$ cat src/rtl/kbd_key_tracker_pkg.sv
// Shared scan-code constants and FSM state encoding for the keyboard key tracker.
package kbd_key_tracker_pkg;

    localparam logic [7:0] CODE_E0     = 8'hE0;
    localparam logic [7:0] CODE_F0     = 8'hF0;
    localparam logic [7:0] CODE_CAPS   = 8'h58;
    localparam logic [7:0] CODE_LSHIFT = 8'h12;
    localparam logic [7:0] CODE_RSHIFT = 8'h59;

    typedef enum logic [1:0] {
        StWait   = 2'd0,
        StPop    = 2'd1,
        StDecode = 2'd2
    } state_e;

endpackage

$ cat src/rtl/kbd_key_tracker_rom.sv
// Scan code (set 2) to unshifted ASCII lookup; unmapped codes read as 0.
module kbd_key_tracker_rom (
    input  logic [7:0] code,
    output logic [7:0] ascii
);

    // Combinational 256-entry table, default 0.
    always_comb begin
        ascii = 8'h00;
        case (code)
            8'h1C: ascii = 8'h61; 8'h32: ascii = 8'h62; 8'h21: ascii = 8'h63;
            8'h23: ascii = 8'h64; 8'h24: ascii = 8'h65; 8'h2B: ascii = 8'h66;
            8'h34: ascii = 8'h67; 8'h33: ascii = 8'h68; 8'h43: ascii = 8'h69;
            8'h3B: ascii = 8'h6A; 8'h42: ascii = 8'h6B; 8'h4B: ascii = 8'h6C;
            8'h3A: ascii = 8'h6D; 8'h31: ascii = 8'h6E; 8'h44: ascii = 8'h6F;
            8'h4D: ascii = 8'h70; 8'h15: ascii = 8'h71; 8'h2D: ascii = 8'h72;
            8'h1B: ascii = 8'h73; 8'h2C: ascii = 8'h74; 8'h3C: ascii = 8'h75;
            8'h2A: ascii = 8'h76; 8'h1D: ascii = 8'h77; 8'h22: ascii = 8'h78;
            8'h35: ascii = 8'h79; 8'h1A: ascii = 8'h7A;
            8'h45: ascii = 8'h30; 8'h16: ascii = 8'h31; 8'h1E: ascii = 8'h32;
            8'h26: ascii = 8'h33; 8'h25: ascii = 8'h34; 8'h2E: ascii = 8'h35;
            8'h36: ascii = 8'h36; 8'h3D: ascii = 8'h37; 8'h3E: ascii = 8'h38;
            8'h46: ascii = 8'h39;
            8'h29: ascii = 8'h20; 8'h5A: ascii = 8'h0D; 8'h66: ascii = 8'h08;
            8'h0D: ascii = 8'h09; 8'h76: ascii = 8'h1B; 8'h0E: ascii = 8'h60;
            8'h4E: ascii = 8'h2D; 8'h55: ascii = 8'h3D; 8'h54: ascii = 8'h5B;
            8'h5B: ascii = 8'h5D; 8'h5D: ascii = 8'h5C; 8'h4C: ascii = 8'h3B;
            8'h52: ascii = 8'h27; 8'h41: ascii = 8'h2C; 8'h49: ascii = 8'h2E;
            8'h4A: ascii = 8'h2F;
            default: ascii = 8'h00;
        endcase
    end

endmodule

$ cat src/rtl/kbd_key_tracker.sv
// PS/2 byte-stream decoder: pops bytes from the receiver FIFO (3 cycles per byte) and tracks
// the held key, shift, caps-lock and a wrapping press counter for the display panel.
module kbd_key_tracker
    import kbd_key_tracker_pkg::*;
#(
    parameter int unsigned COUNT_MAX   = 99,
    parameter logic [7:0]  CAPS_CODE   = CODE_CAPS,
    parameter logic [7:0]  LSHIFT_CODE = CODE_LSHIFT,
    parameter logic [7:0]  RSHIFT_CODE = CODE_RSHIFT
) (
    input  logic       clk,
    input  logic       clrn,
    input  logic       rx_ready,
    input  logic [7:0] rx_data,
    output logic       rx_next_n,
    output logic [7:0] data_out,
    output logic       pre,
    output logic [7:0] ascii_out,
    output logic [7:0] count,
    output logic       capslock,
    output logic       shift
);

    localparam logic [7:0] CountMax = 8'(COUNT_MAX);

    state_e     state_q, state_d;
    logic [7:0] byte_q, byte_d;
    logic       next_n_q, next_n_d;
    logic [7:0] data_q, data_d;
    logic [7:0] key_q, key_d;
    logic [7:0] count_q, count_d;
    logic       pre_q, pre_d;
    logic       brk_q, brk_d;
    logic       ext_q, ext_d;
    logic       caps_q, caps_d;
    logic       lshift_q, lshift_d;
    logic       rshift_q, rshift_d;
    logic       new_press;

    // FSM state register.
    always_ff @(posedge clk or negedge clrn) begin
        if (!clrn) state_q <= StWait;
        else       state_q <= state_d;
    end

    // FSM next state: wait for a byte, spend one cycle popping, one decoding.
    always_comb begin
        state_d = state_q;
        unique case (state_q)
            StWait:   if (rx_ready) state_d = StPop;
            StPop:    state_d = StDecode;
            StDecode: state_d = StWait;
            default:  state_d = StWait;
        endcase
    end

    assign new_press = !pre_q || (byte_q != key_q);

    // FSM outputs: pop strobe, byte latch and the decode of prefixes/make/break.
    always_comb begin
        byte_d   = byte_q;
        next_n_d = 1'b1;
        data_d   = data_q;
        key_d    = key_q;
        count_d  = count_q;
        pre_d    = pre_q;
        brk_d    = brk_q;
        ext_d    = ext_q;
        caps_d   = caps_q;
        lshift_d = lshift_q;
        rshift_d = rshift_q;
        unique case (state_q)
            StWait: begin
                if (rx_ready) begin
                    byte_d   = rx_data;
                    next_n_d = 1'b0;
                end
            end
            StDecode: begin
                if (byte_q == CODE_E0) begin
                    ext_d = 1'b1;
                end else if (byte_q == CODE_F0) begin
                    brk_d  = 1'b1;
                    data_d = CODE_F0;
                end else if (brk_q) begin
                    brk_d = 1'b0;
                    ext_d = 1'b0;
                    // Releasing some other key puts the held key back on the display.
                    if (byte_q == key_q) begin
                        pre_d  = 1'b0;
                        data_d = byte_q;
                    end else begin
                        data_d = key_q;
                    end
                    if (!ext_q && byte_q == LSHIFT_CODE) lshift_d = 1'b0;
                    if (!ext_q && byte_q == RSHIFT_CODE) rshift_d = 1'b0;
                end else begin
                    ext_d  = 1'b0;
                    data_d = byte_q;
                    // Typematic repeats of the held key are not new presses.
                    if (new_press) begin
                        key_d   = byte_q;
                        pre_d   = 1'b1;
                        count_d = (count_q == CountMax) ? 8'd0 : count_q + 8'd1;
                        if (byte_q == CAPS_CODE) caps_d = !caps_q;
                    end
                    // E0 12 is a fake shift and must not set the flag.
                    if (!ext_q && byte_q == LSHIFT_CODE) lshift_d = 1'b1;
                    if (!ext_q && byte_q == RSHIFT_CODE) rshift_d = 1'b1;
                end
            end
            default: ;
        endcase
    end

    // Datapath registers; reset also discards any pending break/extended prefix.
    always_ff @(posedge clk or negedge clrn) begin
        if (!clrn) begin
            byte_q   <= 8'h00;
            next_n_q <= 1'b1;
            data_q   <= 8'h00;
            key_q    <= 8'h00;
            count_q  <= 8'h00;
            pre_q    <= 1'b0;
            brk_q    <= 1'b0;
            ext_q    <= 1'b0;
            caps_q   <= 1'b0;
            lshift_q <= 1'b0;
            rshift_q <= 1'b0;
        end else begin
            byte_q   <= byte_d;
            next_n_q <= next_n_d;
            data_q   <= data_d;
            key_q    <= key_d;
            count_q  <= count_d;
            pre_q    <= pre_d;
            brk_q    <= brk_d;
            ext_q    <= ext_d;
            caps_q   <= caps_d;
            lshift_q <= lshift_d;
            rshift_q <= rshift_d;
        end
    end

    kbd_key_tracker_rom u_rom (
        .code  (key_q),
        .ascii (ascii_out)
    );

    assign rx_next_n = next_n_q;
    assign data_out  = data_q;
    assign pre       = pre_q;
    assign count     = count_q;
    assign capslock  = caps_q;
    assign shift     = lshift_q | rshift_q;

endmodule

$ cat config.mk
export PLATFORM = sky130hd
export DESIGN_NAME = kbd_key_tracker
export DESIGN_NICKNAME = d
export VERILOG_FILES = /design/src/rtl/kbd_key_tracker_pkg.sv /design/src/rtl/kbd_key_tracker_rom.sv /design/src/rtl/kbd_key_tracker.sv
export SDC_FILE = /design/constraint.sdc
export NUM_CORES = 1
export LEC_CHECK = 0
export ABC_AREA = 0
export CELL_PAD_IN_SITES_DETAIL_PLACEMENT = 0
export CELL_PAD_IN_SITES_GLOBAL_PLACEMENT = 1
export CORE_ASPECT_RATIO = 0.7
export CORE_UTILIZATION = 35
export DETAILED_ROUTE_END_ITERATION = 10
export DONT_BUFFER_PORTS = 1
export GPL_TIMING_DRIVEN = 0
export PLACE_DENSITY_LB_ADDON = 0.1
export SETUP_SLACK_MARGIN = 0.05
export SLEW_MARGIN = 10
export SYNTH_ARGS = -nofsm -noshare
export SYNTH_HDL_FRONTEND = slang
export SYNTH_SLANG_ARGS = --single-unit
$ cat constraint.sdc
create_clock -name clk -period 2.4 [get_ports clk]
set_clock_uncertainty 0.2 [all_clocks]
set_input_delay 0.48 -clock clk [delete_from_list [all_inputs] [get_ports clk]]
set_output_delay 0.48 -clock clk [all_outputs]
set_load 0.005 [all_outputs]
==> key figures <==
Layout
  • Number of fill cells: 735
  • Fraction of final layout cells sized beyond drive strength 1: 36.6%
  • P&R area growth vs syn: 29.1%
  • Number of standard cells in the final layout excluding fillers: between 400 and 500
  • Count of inserted antenna diode cells: 0
  • Fin nets: between 300 and 400
  • Cell area after layout: 0.00373 mm^2

STA
  • Setup Viol. Count Final: 7
  • Number of max-slew violations in the final report: 0
  • Actual slew at the worst max-slew pin: 768 ps
  • PnR worst setup slack: -232 ps
  • Clock period minus final worst setup slack: about 2600 ps
  • Fmax achieved: ~380 MHz
  • Setup repair after global routing missed its margin: true
  • Normalized max-slew margin: 48.7%
  • Ratio of final minimum period to clock period: 110%
  • Fin. Hold Viols: 0

Global route
  • Total routing resource utilization after global routing: between 20% and 30%
  • Pin count of the biggest net entering global routing: between 40 and 50
  • Total grt overflow: 0
  • Initial antenna violation count: 0
  • Vias in the first global route: between 2k and 3k
  • Global-route wire length before repair: 14500 um

Floorplan
  • Die extent in y: ~78 um
  • Die ar.: ~0.0086 mm^2
  • Chip width: 111 um
  • Number of standard-cell rows in the floorplan: 27
  • Core area: about 0.0079 mm^2
  • Starting utilization of the core area: ~36%
  • Number of top-level design ports: 39

Worst setup path
  • R2R Setup Slk: 20 ps
  • Worst-path fanout max: 9
  • Startpoint-to-endpoint class of the critical path: reg2out
  • Crit start category: flip-flop
  • WP data required: roughly 1700 ps
  • Worst Path Arrival: approximately 2000 ps
  • Sort of element at the end of the critical path: primary output

Pwr
  • Flop pwr share: 23.6%
  • Worst VDD drop: approximately 0.46 mV
  • Internal power component: 0.00280 W
  • Static leakage power: between 1.5 and 2 nW
  • Share of power burned in the clock network: between 10% and 20%
  • Pwr Density: between 1000 and 1500 mW/mm^2
  • Portion of total power attributed to combinational logic: between 60% and 70%
  • Switching power: about 0.0024 W
  • Share of total power consumed by net switching: between 40% and 50%

Synth
  • Post-synthesis cell area: slightly below 0.003 mm^2
  • Most frequently used flop master after synthesis: sky130_fd_sc_hd__dfrtp_1
  • Synth warn: 0
  • Top-area cell type share of the netlist area: a little over a third
  • Sequential fraction of the synthesis area: 35.6%
  • Post-synth EDFFs: 0
  • Most common cell in the synthesized netlist: sky130_fd_sc_hd__dfrtp_1
  • Instance count of the mapped netlist: 318
  • Number of register bits inferred by synthesis: 41
  • Top cell types by occurrence after synthesis: sky130_fd_sc_hd__dfrtp_1 (40), sky130_fd_sc_hd__nand2_1 (28), sky130_fd_sc_hd__o21ai_0 (23)
  • Fraction of synthesis flops using an asynchronous set or reset pin: 100%
  • Post-synthesis cell type with the largest combined area: sky130_fd_sc_hd__dfrtp_1
  • Number of unique standard cell types used by synthesis: 61
  • Net count after synthesis: roughly 340
  • Per-instance average area after synthesis: slightly above 9 um^2
  • Dominant cells by area after synthesis: sky130_fd_sc_hd__dfrtp_1 (35%), sky130_fd_sc_hd__o21ai_0 (4.0%), sky130_fd_sc_hd__ha_1 (3.9%), sky130_fd_sc_hd__mux2_2 (3.9%), sky130_fd_sc_hd__nand2b_1 (3.7%)

Drt
  • Vias: 2665
  • Final routed wirelength across all metal layers: between 9000 and 10000 um
  • Number of violations reported at the end of detailed-routing iteration 0: 291
  • Mean routed wirelength per cell: 20.1 um
  • Routed Antenna Nets: 0
  • Initial DRT Pass Iterations: 4
  • Number of vias per cell: just under 6
  • Count of unresolved DRC violations after routing: 0

Run status
  • Violations in the final reports: negative setup slack
  • Status: complete, but fails checks

Placed design
  • Port Buffers: 0
  • Placed Instances: around 420
  • Post-Place Cell Area: a little over 0.003 mm^2
  • Post-detailed-placement half-perimeter wirelength: ~6200 um
  • Final GP Congestion: ~0.88

Clock tree
  • CTS H-tree depth: 2
  • Buffers from clock root to sink, at most: 2
  • Clock root cell: sky130_fd_sc_hd__clkbuf_16
  • Number of clock buffers inserted by TritonCTS: 5
  • Later-pin clock latency in the skew report: ~280 ps
  • Clock net sink count: a little over 40
  • Clock tree from TritonCTS: yes
  • Clock-pin slew on the worst setup and hold paths: about 60 ps

Flow run
  • Max_cap viols: 0

Min path
  • Path class of the lowest-slack min-delay path: in2reg
==> flip-flops by register name, indices dropped and copies added, names as in the netlist, 2 cells and up <==
signal / cells
data_out: 8
state_q: 2
byte_q: 8
count: 8
key_q: 8
==> cells in the final DEF, fill, tap and decap left out, types with 6 or more instances in the layout <==
cell	instances
sky130_fd_sc_hd__nand2b_1	12
sky130_fd_sc_hd__clkbuf_16	6
sky130_fd_sc_hd__dfrtp_1	31
sky130_fd_sc_hd__a21oi_1	11
sky130_fd_sc_hd__mux2_2	10
sky130_fd_sc_hd__nand2_1	26
sky130_fd_sc_hd__inv_1	11
sky130_fd_sc_hd__o211ai_1	7
sky130_fd_sc_hd__clkbuf_2	6
sky130_fd_sc_hd__o21ai_0	15
sky130_fd_sc_hd__buf_4	26
sky130_fd_sc_hd__nor2_1	18
sky130_fd_sc_hd__xnor2_1	11
sky130_fd_sc_hd__dfrtp_2	9
sky130_fd_sc_hd__nand3_1	11
==> power by group through the flow <==
stage | Clock (W) | Sequential, W | Combinational (W)
6_report | 0.000647 | 0.00123 | 0.00335
5_1_grt | 0.000697 | 0.00127 | 0.00359
4_1_cts | 0.000669 | 0.00123 | 0.00301
3_5_place_dp | 0 | 0.00126 | 0.00238
3_3_place_gp | 0 | 0.00126 | 0.00243
2_1_floorplan | 0 | 0.00115 | 0.00182
==> final timing paths <==
check,startpoint,endpoint,depth (start not counted)
worst max register to register,key_q[1]$_DFFE_PN0P_,key_q[5]$_DFFE_PN0P_,8
max in group asynchronous,clrn,rx_next_n$_DFF_PN1_,2
min in group asynchronous,clrn,byte_q[7]$_DFFE_PN0P_,2
worst max-delay path,key_q[1]$_DFFE_PN0P_,ascii_out[2],8
worst min-delay path,rx_data[3],byte_q[3]$_DFFE_PN0P_,2
worst min register to register,state_q[1]$_DFFE_PN0P_,state_q[1]$_DFFE_PN0P_,1
==> critical path, cell delays in order, from the launching register on <==
cell	delay (ps)
sky130_fd_sc_hd__dfrtp_2	440
sky130_fd_sc_hd__clkbuf_16	170
sky130_fd_sc_hd__buf_4	130
sky130_fd_sc_hd__buf_6	130
sky130_fd_sc_hd__nand2_1	70
sky130_fd_sc_hd__o211ai_1	160
sky130_fd_sc_hd__o311ai_4	130
sky130_fd_sc_hd__o311ai_2	150
sky130_fd_sc_hd__a221oi_2	280
==> kinds of logic (layout without fill, tap and decap cells) <==
| kind of cell | Yosys count | count (layout) | share of synthesized area, % |
|---|---|---|---|
| compound gates | 88 | 88 | 22.4 |
| xor+xnor | 14 | 14 | 4.25 |
| fa+ha+maj | 9 | 9 | 3.90 |
| buf+inv | 37 | 71 | 5.77 |
| flops | 41 | 41 | 35.6 |
| mux | 19 | 19 | 7.98 |
| other cells | 1 | 1 | 0.130 |
| simple gates | 109 | 109 | 19.9 |
==> timing repair <==
action,CTS,global route
pin swaps,13,14
cloned,1,0
hold endpoints to repair,41,0
setup endpoints to repair,14,24
resized for setup,56,30
buffers inserted,19,5
hold buffers,2,0
==> final cells by class <==
type	count	area, um^2	area share (%)
Timing Repair inverter	1	8.76	0.235
Clock inverter	3	17.5	0.470
Tap cell	101	126	3.39
Multi-Input combinational cell	240	1930	51.7
Sequential cell	41	1040	27.9
Timing Repair Buffer	26	221	5.94
Buffer	21	186	5.00
Inverter	15	73.8	1.98
Clock buffer	5	125	3.36
==> per-stage QoR <==
stage | util, % | power (W) | worst slack (ps) | hold WS (ps) | TNS (ps)
after floorplan | - | 0.00296 | 53.3 | -15.6 | 0
after global placement | 38.7 | 0.00369 | -482 | -14.8 | -2120
after detailed placement | 38.7 | 0.00364 | -454 | -14.7 | -1920
after CTS | 45.1 | 0.00491 | -263 | 123 | -1220
after global routing | 46.9 | 0.00556 | -312 | 127 | -2100
final | 46.9 | 0.00523 | -232 | 121 | -1290
==> per-layer routing <==
| layer | GRT usage [%] | part of all wire (%) | up-vias |
|---|---|---|---|
| met2 | 29.9 | 39 | 126 |
| li1 | - | - | 1235 |
| met1 | 33.4 | 52 | 1292 |
| met5 | 0 | 0 | - |
| met3 | 5.23 | 7.8 | 12 |
| met4 | 3.73 | 1.1 | 0 |
Power figures use the tool's default switching activity.
